$ cat config.mk
export PLATFORM = sky130hd
export DESIGN_NAME = fetch_unit
export DESIGN_NICKNAME = d
export VERILOG_FILES = /design/src/rtl/fetch_unit.sv
export SDC_FILE = /design/constraint.sdc
export NUM_CORES = 1
export LEC_CHECK = 0
export BUFFER_PORTS_ARGS = -buffer_cell sky130_fd_sc_hd__buf_2
export CAP_MARGIN = 20
export CORE_AREA = 2 2 128 130
export CTS_BUF_LIST = sky130_fd_sc_hd__clkbuf_16
export CTS_CLUSTER_SIZE = 30
export DETAILED_ROUTE_END_ITERATION = 12
export DIE_AREA = 0 0 130 132
export GPL_TIMING_DRIVEN = 1
export HOLD_SLACK_MARGIN = 0.05
export PLACE_DENSITY = 0.64
export RECOVER_POWER = 50
export SLEW_MARGIN = 10
export SYNTH_ARGS = -nofsm -noshare
export SYNTH_HDL_FRONTEND = slang
export SYNTH_SLANG_ARGS = --single-unit
$ cat constraint.sdc
create_clock -name clk -period 3.2 [get_ports clk]
set_input_delay 0.32 -clock clk [delete_from_list [all_inputs] [get_ports clk]]
set_output_delay 0.32 -clock clk [all_outputs]
set_load 0.05 [all_outputs]
$ cat src/rtl/fetch_unit.sv
// rtl/fetch_unit.sv - PC sequencing and fetch alignment ahead of instruction memory (optional PC_ALIGN_CHECK_EN)
module fetch_unit #(
   parameter logic [31:0] RESET_PC  = 32'd0,
   parameter int unsigned MEM_BYTES = 1024
) (
   input  logic        clk,
   input  logic        reset,
   input  logic        stall,
   input  logic        redirect_valid,
   input  logic [31:0] redirect_target,
   output logic [31:0] read_address,
   output logic [31:0] if_pc,
   output logic [31:0] if_pc_plus4,
   output logic        if_valid,
   output logic        fetch_fault,
   output logic [31:0] fetch_count,
   output logic        misalign_fault
);

   // Highest byte address at which a whole instruction word still fits in memory.
   localparam logic [31:0] LAST_WORD_ADDR = 32'(MEM_BYTES - 4);

   logic [31:0] pc;
   logic [31:0] pc_plus4;
   logic [31:0] redirect_pc;
   logic        redirect_misaligned;
   logic        pc_out_of_range;

   assign pc_plus4        = pc + 32'd4;
   assign pc_out_of_range = (pc > LAST_WORD_ADDR);
   assign read_address    = pc;

`ifdef PC_ALIGN_CHECK_EN
   assign redirect_pc         = {redirect_target[31:2], 2'b00};
   assign redirect_misaligned = (redirect_target[1:0] != 2'b00);

   // Sticky record of any misaligned redirect; only reset clears it.
   always_ff @(posedge clk) begin
      if (reset) begin
         misalign_fault <= 1'b0;
      end else if (redirect_valid && redirect_misaligned) begin
         misalign_fault <= 1'b1;
      end
   end
`else
   assign redirect_pc         = redirect_target;
   assign redirect_misaligned = 1'b0;
   assign misalign_fault      = redirect_misaligned;
`endif

   // PC update and fetch-side alignment: redirect beats stall beats sequential.
   always_ff @(posedge clk) begin
      if (reset) begin
         pc          <= RESET_PC;
         if_pc       <= RESET_PC;
         if_pc_plus4 <= RESET_PC + 32'd4;
         if_valid    <= 1'b0;
         fetch_fault <= 1'b0;
         fetch_count <= 32'd0;
      end else if (redirect_valid) begin
         // The word read this cycle is wrong-path: latch it as a bubble.
         pc          <= redirect_pc;
         if_pc       <= pc;
         if_pc_plus4 <= pc_plus4;
         if_valid    <= 1'b0;
         fetch_fault <= pc_out_of_range;
      end else if (!stall) begin
         pc          <= pc_plus4;
         if_pc       <= pc;
         if_pc_plus4 <= pc_plus4;
         if_valid    <= 1'b1;
         fetch_fault <= pc_out_of_range;
         fetch_count <= fetch_count + 32'd1;
      end
   end

endmodule

## Word level (Yosys, flattened, before mapping)

Cells that the tools add are included.

- Bits of input ports: 36
- Output and inout port bits: 131
- Register bits: 130

- Order comparisons: 1
- Equal/unequal tests: 1
- Mux-type cells: 7
- $add $sub $neg: 2
- Reduce and logical (&&, ||, !) cells: 2
- Bitwise logic cells: 2

Operator list:

| cell | count |
|---|---|
| 32-bit two-way mux | 5 |
| 32-bit by 1-bit adder with 32-bit output (second input constant) | 1 |
| 32-bit by 3-bit adder with 32-bit output (second input constant) | 1 |
| 32-bit by 10-bit greater-than comparator with 1-bit output (second input constant) | 1 |
| 1-bit two-way mux | 2 |
| 2-bit by 1-bit != test with 1-bit output (second input constant) | 1 |
| 1-bit inverter | 2 |
| 2-bit AND reduction | 1 |
| 2-bit OR reduction | 1 |

## Longest topological paths before layout

Gate-level depths: netlist of run 1.

- Depth in word-level cells: 3
- Mapped depth: 7
- Depth with buffers taken out: 5

## Least setup slack after synthesis of run 1

Ideal clock, no wire load.

- Path kind: flip-flop to flip-flop
- Start point: register fetch_count[13]
- End point: register fetch_count[25]
- Data required time: 3079 ps
- Library setup time: 121 ps
- Path slack: 707 ps
- Stages on the path, launching flop included: 6
- Arrival: 2372 ps
- Path buffers: 1
- Cells stage by stage: dfxtp_1 > nand4_1 > or4_1 > buf_2 > nor4_1 > mux2_2

- Cells in the longest elaborated chain, start to end: 1

RTL lines:

| element | line | text |
|---|---|---|
| from (decl) | 16 | `output logic [31:0] fetch_count,` |
| from (signal assigned) | 73 | `fetch_count <= fetch_count + 32'd1;` |
| 32-bit by 1-bit adder with 32-bit output | 73 |  |

Every way passes these cells.
A chain may end at the register's enable or synchronous reset.

## Final worst setup path of run 1

- Start point: input reset
- End point: register pc[17], in the netlist read_address[17]

RTL lines:

| element | line | text |
|---|---|---|
| from (decl) | 7 | `input logic reset,` |
| to (signal assigned) | 62 | `pc <= redirect_pc;` |
| to (signal assigned) | 68 | `pc <= pc_plus4;` |
| to (decl) | 23 | `logic [31:0] pc;` |

No word-level cell between the ends.

==> results.sh, run 1 <==
export IMPL_gr_total_overflow=0
export IMPL_arrival_ns=2.79
export IMPL_finalSetupTns_ns=0
export IMPL_r2r_slack_ns=0.83
export IMPL_ys_ff_latch=128
export IMPL_slew_headroom=-0.0666
export IMPL_synth_most_common_cell="dfxtp_1"
export IMPL_syn_to_final_growth_pct=22.1
export IMPL_slew_violations=81
export IMPL_critPathTopFamily="buffers and inverters"
export IMPL_die_h_um=132
export IMPL_synth_top_area_frac=0.414
export IMPL_maxCapViolations=1
export IMPL_rows=46
export IMPL_synth_ff_type="dfxtp_1"
export IMPL_worstPathCellList="clkbuf_2 > clkbuf_1 > a2111oi_0"
export IMPL_cts_resized=0
export IMPL_avgRoutedWirePerCell_um=16.7
export IMPL_num_antenna_cells=0
export IMPL_postSynthCellCount=765
export IMPL_met2_usage=0.317
export IMPL_drc=0
export IMPL_final_hold_viol_count=0
export IMPL_clk_latency_ns=0.42
export IMPL_drive_gt1_frac=0.158
export IMPL_synthTopCellsByArea="dfxtp_1 41%, nand2_1 5.5%, nor2_1 5.0%"
export IMPL_period_minus_slack_ns=2.57
export IMPL_setup_violations=0
export IMPL_use_met1=0.290
export IMPL_period_share=0.803
export IMPL_crit_slowest_cell="clkbuf_2"
export IMPL_synth_commonest_cells="128 x dfxtp_1, 90 x nand2_1, 82 x nor2_1, 53 x clkbuf_1, 49 x a21oi_1"
export IMPL_hp_class="in2reg"
export IMPL_gp_congestion=0.848
export IMPL_cts_tree="built"
export IMPL_synthesis_area_um2=6200
export IMPL_grt_util_met3=0.0564
export IMPL_avgViaCountPerCell=5.46
export IMPL_cts_setup_buffers=0
export IMPL_synth_cell_types=43
export IMPL_slowest_delay_ns=1.14
export IMPL_core_area_um2=15700
export IMPL_totalPowerFinal_mw=4.30
export IMPL_busiest_layer="met2"
export IMPL_crit_type="in2reg"
export IMPL_dieArea_um2=17200
export IMPL_yosys_warnings=0
export IMPL_power_density_nw_per_um2=568
export IMPL_crit_path_start_kind="input port"
export IMPL_yosysTopAreaCell="dfxtp_1"
export IMPL_critPathCaptureType="register"
export IMPL_h_tree_depth=4
export IMPL_io_pin_count=167
export IMPL_rsz0062_at_grt="no"
export IMPL_clk_path_buf_depth=2
export IMPL_vias=6092
export IMPL_cts_buffers=17
export IMPL_synth_nets=803
export IMPL_clk_pin_slew_worst_paths_ns=0.06
export IMPL_layout_nets=924
export IMPL_cellLeakagePower_nw=2.71
export IMPL_drt_iter0_drc=463
export IMPL_synth_edf_count=0
export IMPL_crit_fanout=80
export IMPL_peakVddDrop_mv=0.338
export IMPL_synth_seq_area_share=0.414
export IMPL_dp_hpwl_mm=12.9
export IMPL_worst_pin_slew_ns=1.60
export IMPL_synth_avg_cell_area_um2=8.10
export IMPL_start_util=0.394
export IMPL_ant_nets=0
export IMPL_cts_root_buf="clkbuf_16"
export IMPL_die_w_um=130
export IMPL_grt_start_max_net_pins=81
export IMPL_grt_pass1_wl_mm=29.2
export IMPL_io_buffers=165
export IMPL_antenna_found_initial=1
export IMPL_violations="capacitance limit, slew limit"
export IMPL_grtUsageTotal=0.214
export IMPL_fin_worst_skew_ns=0.00441
export IMPL_grt_pass1_vias=5490
export IMPL_wirelength_mm=18.6
export IMPL_path_buf_inv=2
export IMPL_first_pass_iters=5
export IMPL_cts_sink_count=128
export IMPL_max_freq_mhz=389
export IMPL_status="complete, but fails checks"
export IMPL_required_ns=3.42
export IMPL_cts_hold_buffers=0
export IMPL_synth_async_reset_ratio=0
cell usage in the layout (no fill, tap or decap), types with 6 or more instances in the layout:
cell,instances
o21ai_0,24
nor4_1,22
a2111oi_0,6
clkbuf_1,81
a211oi_1,23
a21oi_1,49
or3_1,23
nand2_1,90
clkbuf_16,17
buf_4,10
xor2_1,11
nor3_1,12
mux2_2,8
a311oi_1,31
xnor2_1,21
buf_2,85
nor2_1,82
and4_1,13
nor2b_1,13
o31ai_1,20
or4_1,27
and3_1,7
nand4_1,16
nand3_1,17
dfxtp_1,128
inv_1,17
power breakdown:
part	internal (mW)	leakage [nW]	total [mW]	switching, mW
Combinational	0.144	1.38	0.607	0.463
Clock	1.20	0.277	1.91	0.709
Sequential	1.67	1.05	1.78	0.106
Total	3.02	2.71	4.30	1.28
registers in the layout (all words and copies together), names as in the netlist:
register      flops
if_valid          1
fetch_count      32
if_pc_plus4      30
if_pc            32
fetch_fault       1
read_address     32
area by class of cell:
cell class | count | area, µm²
inverters | 16 | 60.1
flip-flops and latches | 128 | 2560
multi-input cells | 545 | 3260
fillers | 1613 | 8150
clock inverters | 15 | 153
well taps | 216 | 270
repair buffers | 178 | 830
clock buffers | 17 | 425
cells by family after synthesis:
logic type | synth area share
compound gates | 0.165
other cells | 0.000605
flops | 0.414
fa+ha+maj | 0.00404
xor+xnor | 0.0452
simple gates | 0.291
buf+inv | 0.0614
mux | 0.0194
tightest hold or removal path, cell delays in order:
cell	delay, ns
buf_2	0.07
mux2i_1	0.05
nor2_1	0.07
through the flow:
stage | cells | instance area (µm²) | hold WS, ns | util | setup slack, ns
finish | 1115 | 7560 | 0.137 | 0.481 | 0.632
global route | 1115 | 7560 | 0.160 | 0.481 | 0.416
CTS | 1115 | 7670 | 0.126 | 0.488 | 0.878
detailed placement | 1083 | 7090 | 0.444 | 0.452 | 0.876
global placement | 1083 | 7090 | 0.436 | 0.452 | 0.941
floorplan | 765 | 6200 | 0.462 | - | 0.707
per-layer routing:
metal / part of all wire / up-vias
met5: 0.00070 / -
met1: 0.46 / 2844
met3: 0.067 / 42
met4: 0.031 / 2
met2: 0.44 / 193
li1: - / 3011
path summary, 6_finish.rpt:
path,depth (start not counted),end,from
max,3,read_address[17],reset
min,3,read_address[0],redirect_target[0]
max reg2reg,5,read_address[22],read_address[3]
min reg2reg,2,if_pc[23],if_pc[23]
(Power assumes the default switching activity.)
==> run 2: changes to the inputs <==
--- a/config.mk
+++ b/config.mk
@@ -14,7 +14,7 @@
 export DIE_AREA = 0 0 130 132
 export GPL_TIMING_DRIVEN = 1
 export HOLD_SLACK_MARGIN = 0.05
-export PLACE_DENSITY = 0.64
+export PLACE_DENSITY = 0.66
 export RECOVER_POWER = 50
 export SLEW_MARGIN = 10
 export SYNTH_ARGS = -nofsm -noshare
==> constraint.sdc (replaced) <==
create_clock -name clk -period 2.15 [get_ports clk]
set_input_delay 0.215 -clock clk [delete_from_list [all_inputs] [get_ports clk]]
set_output_delay 0.215 -clock clk [all_outputs]
set_load 0.05 [all_outputs]
==> results.sh, run 2 (same netlist as run 1, synthesis figures left out) <==
export IMPL_final_common_cell="clkbuf_1"
export IMPL_final_util=0.512
export IMPL_hp_class="in2reg"
export IMPL_cts_buffers=17
export IMPL_grt_pass1_vias=5523
export IMPL_grt_start_max_net_pins=69
export IMPL_grtUsageTotal=0.222
export IMPL_cts_tree="built"
export IMPL_grt_pass1_wl_mm=30.2
export IMPL_first_pass_iters=5
export IMPL_antenna_found_initial=1
export IMPL_power_density_nw_per_um2=841
export IMPL_start_util=0.394
export IMPL_core_area_um2=15700
export IMPL_totalPowerFinal_mw=6.77
export IMPL_ant_nets=0
export IMPL_syn_to_final_growth_pct=29.9
export IMPL_crit_path_start_kind="register"
export IMPL_p_comb_frac=0.143
export IMPL_peakVddDrop_mv=0.515
export IMPL_required_ns=2.46
export IMPL_die_w_um=130
export IMPL_maxCapViolations=0
export IMPL_h_tree_depth=4
export IMPL_finish_instance_area_um2=8050
export IMPL_io_buffers=165
export IMPL_clkPwrFrac=0.471
export IMPL_gp_congestion=0.832
export IMPL_swShare=0.284
export IMPL_avgRoutedWirePerCell_um=16.4
export IMPL_clk_pin_slew_worst_paths_ns=0.06
export IMPL_rows=46
export IMPL_max_freq_mhz=493
export IMPL_power_frac_seq=0.386
export IMPL_dp_hpwl_mm=13.3
export IMPL_fillers=1570
export IMPL_gr_total_overflow=0
export IMPL_finalSetupTns_ns=0
export IMPL_wirelength_mm=19.0
export IMPL_status="completed"
export IMPL_p_switching_mw=1.92
export IMPL_slew_violations=0
export IMPL_critPathCaptureType="register"
export IMPL_fin_worst_skew_ns=0.0110
export IMPL_clk_path_buf_depth=2
export IMPL_period_share=0.944
export IMPL_cellLeakagePower_nw=2.85
export IMPL_arrival_ns=2.34
export IMPL_rsz0062_at_grt="no"
export IMPL_io_pin_count=167
export IMPL_period_minus_slack_ns=2.03
export IMPL_cts_root_buf="clkbuf_16"
export IMPL_slew_headroom=0.360
export IMPL_setup_violations=0
export IMPL_crit_type="reg2reg"
export IMPL_worst_pin_slew_ns=0.960
export IMPL_crit_fanout=15
export IMPL_die_h_um=132
export IMPL_hold_worst_slack_ns=0.0586
export IMPL_cts_sink_count=128
export IMPL_clk_latency_ns=0.42
export IMPL_p_int_mw=4.85
export IMPL_r2r_slack_ns=0.12
export IMPL_drc=0
export IMPL_placed_area_um2=7460
export IMPL_avgViaCountPerCell=5.36
export IMPL_final_hold_viol_count=0
export IMPL_layout_nets=965
export IMPL_layout_common_cells="111 x clkbuf_1, 94 x dfxtp_1, 90 x nand2_1"
export IMPL_drt_iter0_drc=407
export IMPL_drive_gt1_frac=0.196
export IMPL_vias=6201
export IMPL_dieArea_um2=17200
-- run 2: changes by cell type in the layout (fill, tap and decap cells not counted), moves of 3 or more --
cell	delta
dfxtp_1	-34
clkbuf_16	+3
clkinvlp_4	-3
dlygate4sd3_1	+8
dfxtp_4	+16
dfxtp_2	+18
buf_2	-30
clkbuf_1	+30
buf_4	+30
-- run 2: final timing paths --
| path | cells past startpoint | from | endpoint |
|---|---|---|---|
| setup / recovery | 4 | fetch_count[2] | fetch_count[31] |
| hold / removal | 3 | redirect_target[29] | read_address[29] |
| setup reg to reg | 4 | fetch_count[2] | fetch_count[31] |
| hold reg to reg | 2 | if_pc[20] | if_pc[20] |
-- run 2: through the flow --
step	setup slack, ns	instances
after detailed placement	0.110	1116
after global routing	0.00570	1156
after global placement	0.155	1116
after CTS	0.0949	1156
final	0.120	1157
after floorplan	0.00149	765
-- run 2: worst max-delay path, cell delays in order, from the launching register on --
cell and delay [ns]:
dfxtp_2 0.35, or3b_1 0.41, or2_2 0.46, nor4_1 0.32
mux2_2 0.37
-- run 2: power by group through the flow --
stage | clock [mW] | combinational [mW] | sequential (mW)
3_3_place_gp | 0 | 0.990 | 2.65
5_1_grt | 3.35 | 1.03 | 2.63
4_1_cts | 3.23 | 1.01 | 2.61
6_report | 3.19 | 0.970 | 2.61
2_1_floorplan | 0 | 0.349 | 3.00
3_5_place_dp | 0 | 0.992 | 2.66
-- run 2: cell type report --
type                    instances  area [µm²]  area share
clock inverters                12         156      0.0194
inverters                      16        60.1     0.00746
repair buffers                219        1130       0.140
flip-flops and latches        128        2650       0.329
multi-input cells             545        3280       0.408
diodes                          1        2.50    0.000311
clock buffers                  20         500      0.0622
well taps                     216         270      0.0336
-- run 2: repair_timing --
action / 4_1_cts / 5_1_grt
endpoints found under the hold margin: 8 / 0
hold buffers: 8 / 0
setup buffers: 0 / 0
endpoints found under the setup margin: 0 / 7
resized for setup: 0 / 5
-- run 2: metal layers --
metal  up-vias  part of all wire  global-route usage
met5         -                 0                   0
met4         0             0.016              0.0711
met3        22             0.066              0.0617
met2       185              0.45               0.330
met1      2901              0.47               0.310
li1       3093                 -                   -
==> run 3: changes to the inputs <==
--- a/config.mk
+++ b/config.mk
@@ -5,7 +5,7 @@
 export SDC_FILE = /design/constraint.sdc
 export NUM_CORES = 1
 export LEC_CHECK = 0
-export BUFFER_PORTS_ARGS = -buffer_cell sky130_fd_sc_hd__buf_2
+export BUFFER_PORTS_ARGS = -buffer_cell sky130_fd_sc_hd__buf_4
 export CAP_MARGIN = 20
 export CORE_AREA = 2 2 128 130
 export CTS_BUF_LIST = sky130_fd_sc_hd__clkbuf_16
@@ -16,6 +16,7 @@
 export HOLD_SLACK_MARGIN = 0.05
 export PLACE_DENSITY = 0.66
 export RECOVER_POWER = 50
+export SETUP_SLACK_MARGIN = 0.02
 export SLEW_MARGIN = 10
 export SYNTH_ARGS = -nofsm -noshare
 export SYNTH_HDL_FRONTEND = slang
==> results.sh, run 3 (same netlist as run 1, synthesis figures left out) <==
export IMPL_status="completed"
export IMPL_cts_sink_count=128
export IMPL_fin_worst_skew_ns=0.00631
export IMPL_wirelength_mm=19.4
export IMPL_drc=0
export IMPL_grtUsageTotal=0.220
export IMPL_die_w_um=130
export IMPL_clk_latency_ns=0.42
export IMPL_grt_pass1_vias=5601
export IMPL_critPathTopFamily="simple AND/OR/NAND/NOR gates"
export IMPL_slew_headroom=0.486
export IMPL_highest_layer="met4"
export IMPL_clk_pin_slew_worst_paths_ns=0.06
export IMPL_io_pin_count=167
export IMPL_syn_to_final_growth_pct=30.3
export IMPL_dr_wl_met3_mm=1.38
export IMPL_fin_ws_ns=0.131
export IMPL_setup_violations=0
export IMPL_start_util=0.394
export IMPL_core_area_um2=15700
export IMPL_cts_root_buf="clkbuf_16"
export IMPL_instances_no_fill=1149
export IMPL_worstPathCellList="nand4_2 > or4_4 > or4_1 > a311oi_1"
export IMPL_drt_iter0_drc=366
export IMPL_gp_congestion=0.826
export IMPL_clk_path_buf_depth=2
export IMPL_layout_common_cells="114 x clkbuf_1, 93 x buf_4, 92 x dfxtp_1"
export IMPL_avgRoutedWirePerCell_um=16.9
export IMPL_crit_path_start_kind="register"
export IMPL_worst_pin_slew_ns=0.771
export IMPL_max_freq_mhz=495
export IMPL_drive_gt1_frac=0.193
export IMPL_gr_total_overflow=0
export IMPL_finish_instance_area_um2=8070
export IMPL_grt_pass1_wl_mm=30.1
export IMPL_period_share=0.939
export IMPL_io_buffers=165
export IMPL_finalSetupTns_ns=0
export IMPL_ant_nets=0
export IMPL_pre_cts_ws_ns=0.124
export IMPL_num_antenna_cells=0
export IMPL_h_tree_depth=4
export IMPL_crit_type="reg2reg"
export IMPL_hp_class="in2reg"
export IMPL_dieArea_um2=17200
export IMPL_cts_buffers=17
export IMPL_wl_met2_mm=8.87
export IMPL_slowest_delay_ns=0.59
export IMPL_crit_slowest_cell="or4_4"
export IMPL_final_util=0.514
export IMPL_peakVddDrop_mv=0.546
export IMPL_avgViaCountPerCell=5.46
export IMPL_path_buf_inv=0
export IMPL_required_ns=2.47
export IMPL_vias=6277
export IMPL_slew_violations=0
export IMPL_final_hold_viol_count=0
export IMPL_maxCapViolations=0
export IMPL_final_common_cell="clkbuf_1"
export IMPL_antenna_found_initial=0
export IMPL_layout_nets=958
export IMPL_critPathCaptureType="register"
export IMPL_rsz0062_at_grt="yes"
export IMPL_r2r_slack_ns=0.13
export IMPL_met1_length_mm=8.82
export IMPL_placed_area_um2=7850
export IMPL_period_minus_slack_ns=2.02
export IMPL_crit_fanout=6
export IMPL_dp_hpwl_mm=13.9
export IMPL_rows=46
export IMPL_placed_cells=1114
export IMPL_die_h_um=132
export IMPL_cts_setup_buffers=0
export IMPL_power_density_nw_per_um2=815
export IMPL_cts_tree="built"
export IMPL_grt_start_max_net_pins=74
export IMPL_cellLeakagePower_nw=2.83
export IMPL_hold_worst_slack_ns=0.0691
export IMPL_first_pass_iters=5
export IMPL_arrival_ns=2.34
export IMPL_totalPowerFinal_mw=6.58
[run 3: timing repair]
item / 4_1_cts / 5_1_grt
hold buffers: 3 / 0
endpoints found under the hold margin: 3 / 0
gates resized for setup: 0 / 4
endpoints found under the setup margin: 0 / 10
[run 3: layout make-up]
class,count,area (µm²)
Clock buffer,19,475
Clock inverter,13,136
Fill cell,1600,7640
Inverter,16,60.1
Multi-Input combinational cell,545,3280
Sequential cell,128,2660
Tap cell,216,270
Timing Repair Buffer,212,1200
[run 3: power by group]
group	switching [mW]	internal (mW)	leakage, nW
clock	1.04	1.93	0.309
combinational	0.729	0.264	1.45
sequential	0.133	2.48	1.07
total	1.90	4.68	2.83
[run 3: worst paths after layout]
| path | startpoint | to | cells after the start |
|---|---|---|---|
| hold reg to reg | if_pc[14] | if_pc[14] | 2 |
| setup / recovery | read_address[3] | if_pc_plus4[31] | 4 |
| hold / removal | redirect_target[22] | read_address[22] | 3 |
| setup reg to reg | read_address[3] | if_pc_plus4[31] | 4 |
[run 3: routing by layer]
| layer | GRT usage | vias to the layer above |
|---|---|---|
| li1 | - | 3096 |
| met1 | 0.302 | 2924 |
| met2 | 0.339 | 228 |
| met3 | 0.0556 | 29 |
| met4 | 0.0711 | 0 |
| met5 | 0 | - |
[run 3: worst register-to-register path, cell delays in order, from the launching register on]
cell      delay (ns)
dfxtp_2         0.38
nand4_2         0.18
or4_4           0.59
or4_1           0.53
a311oi_1        0.25
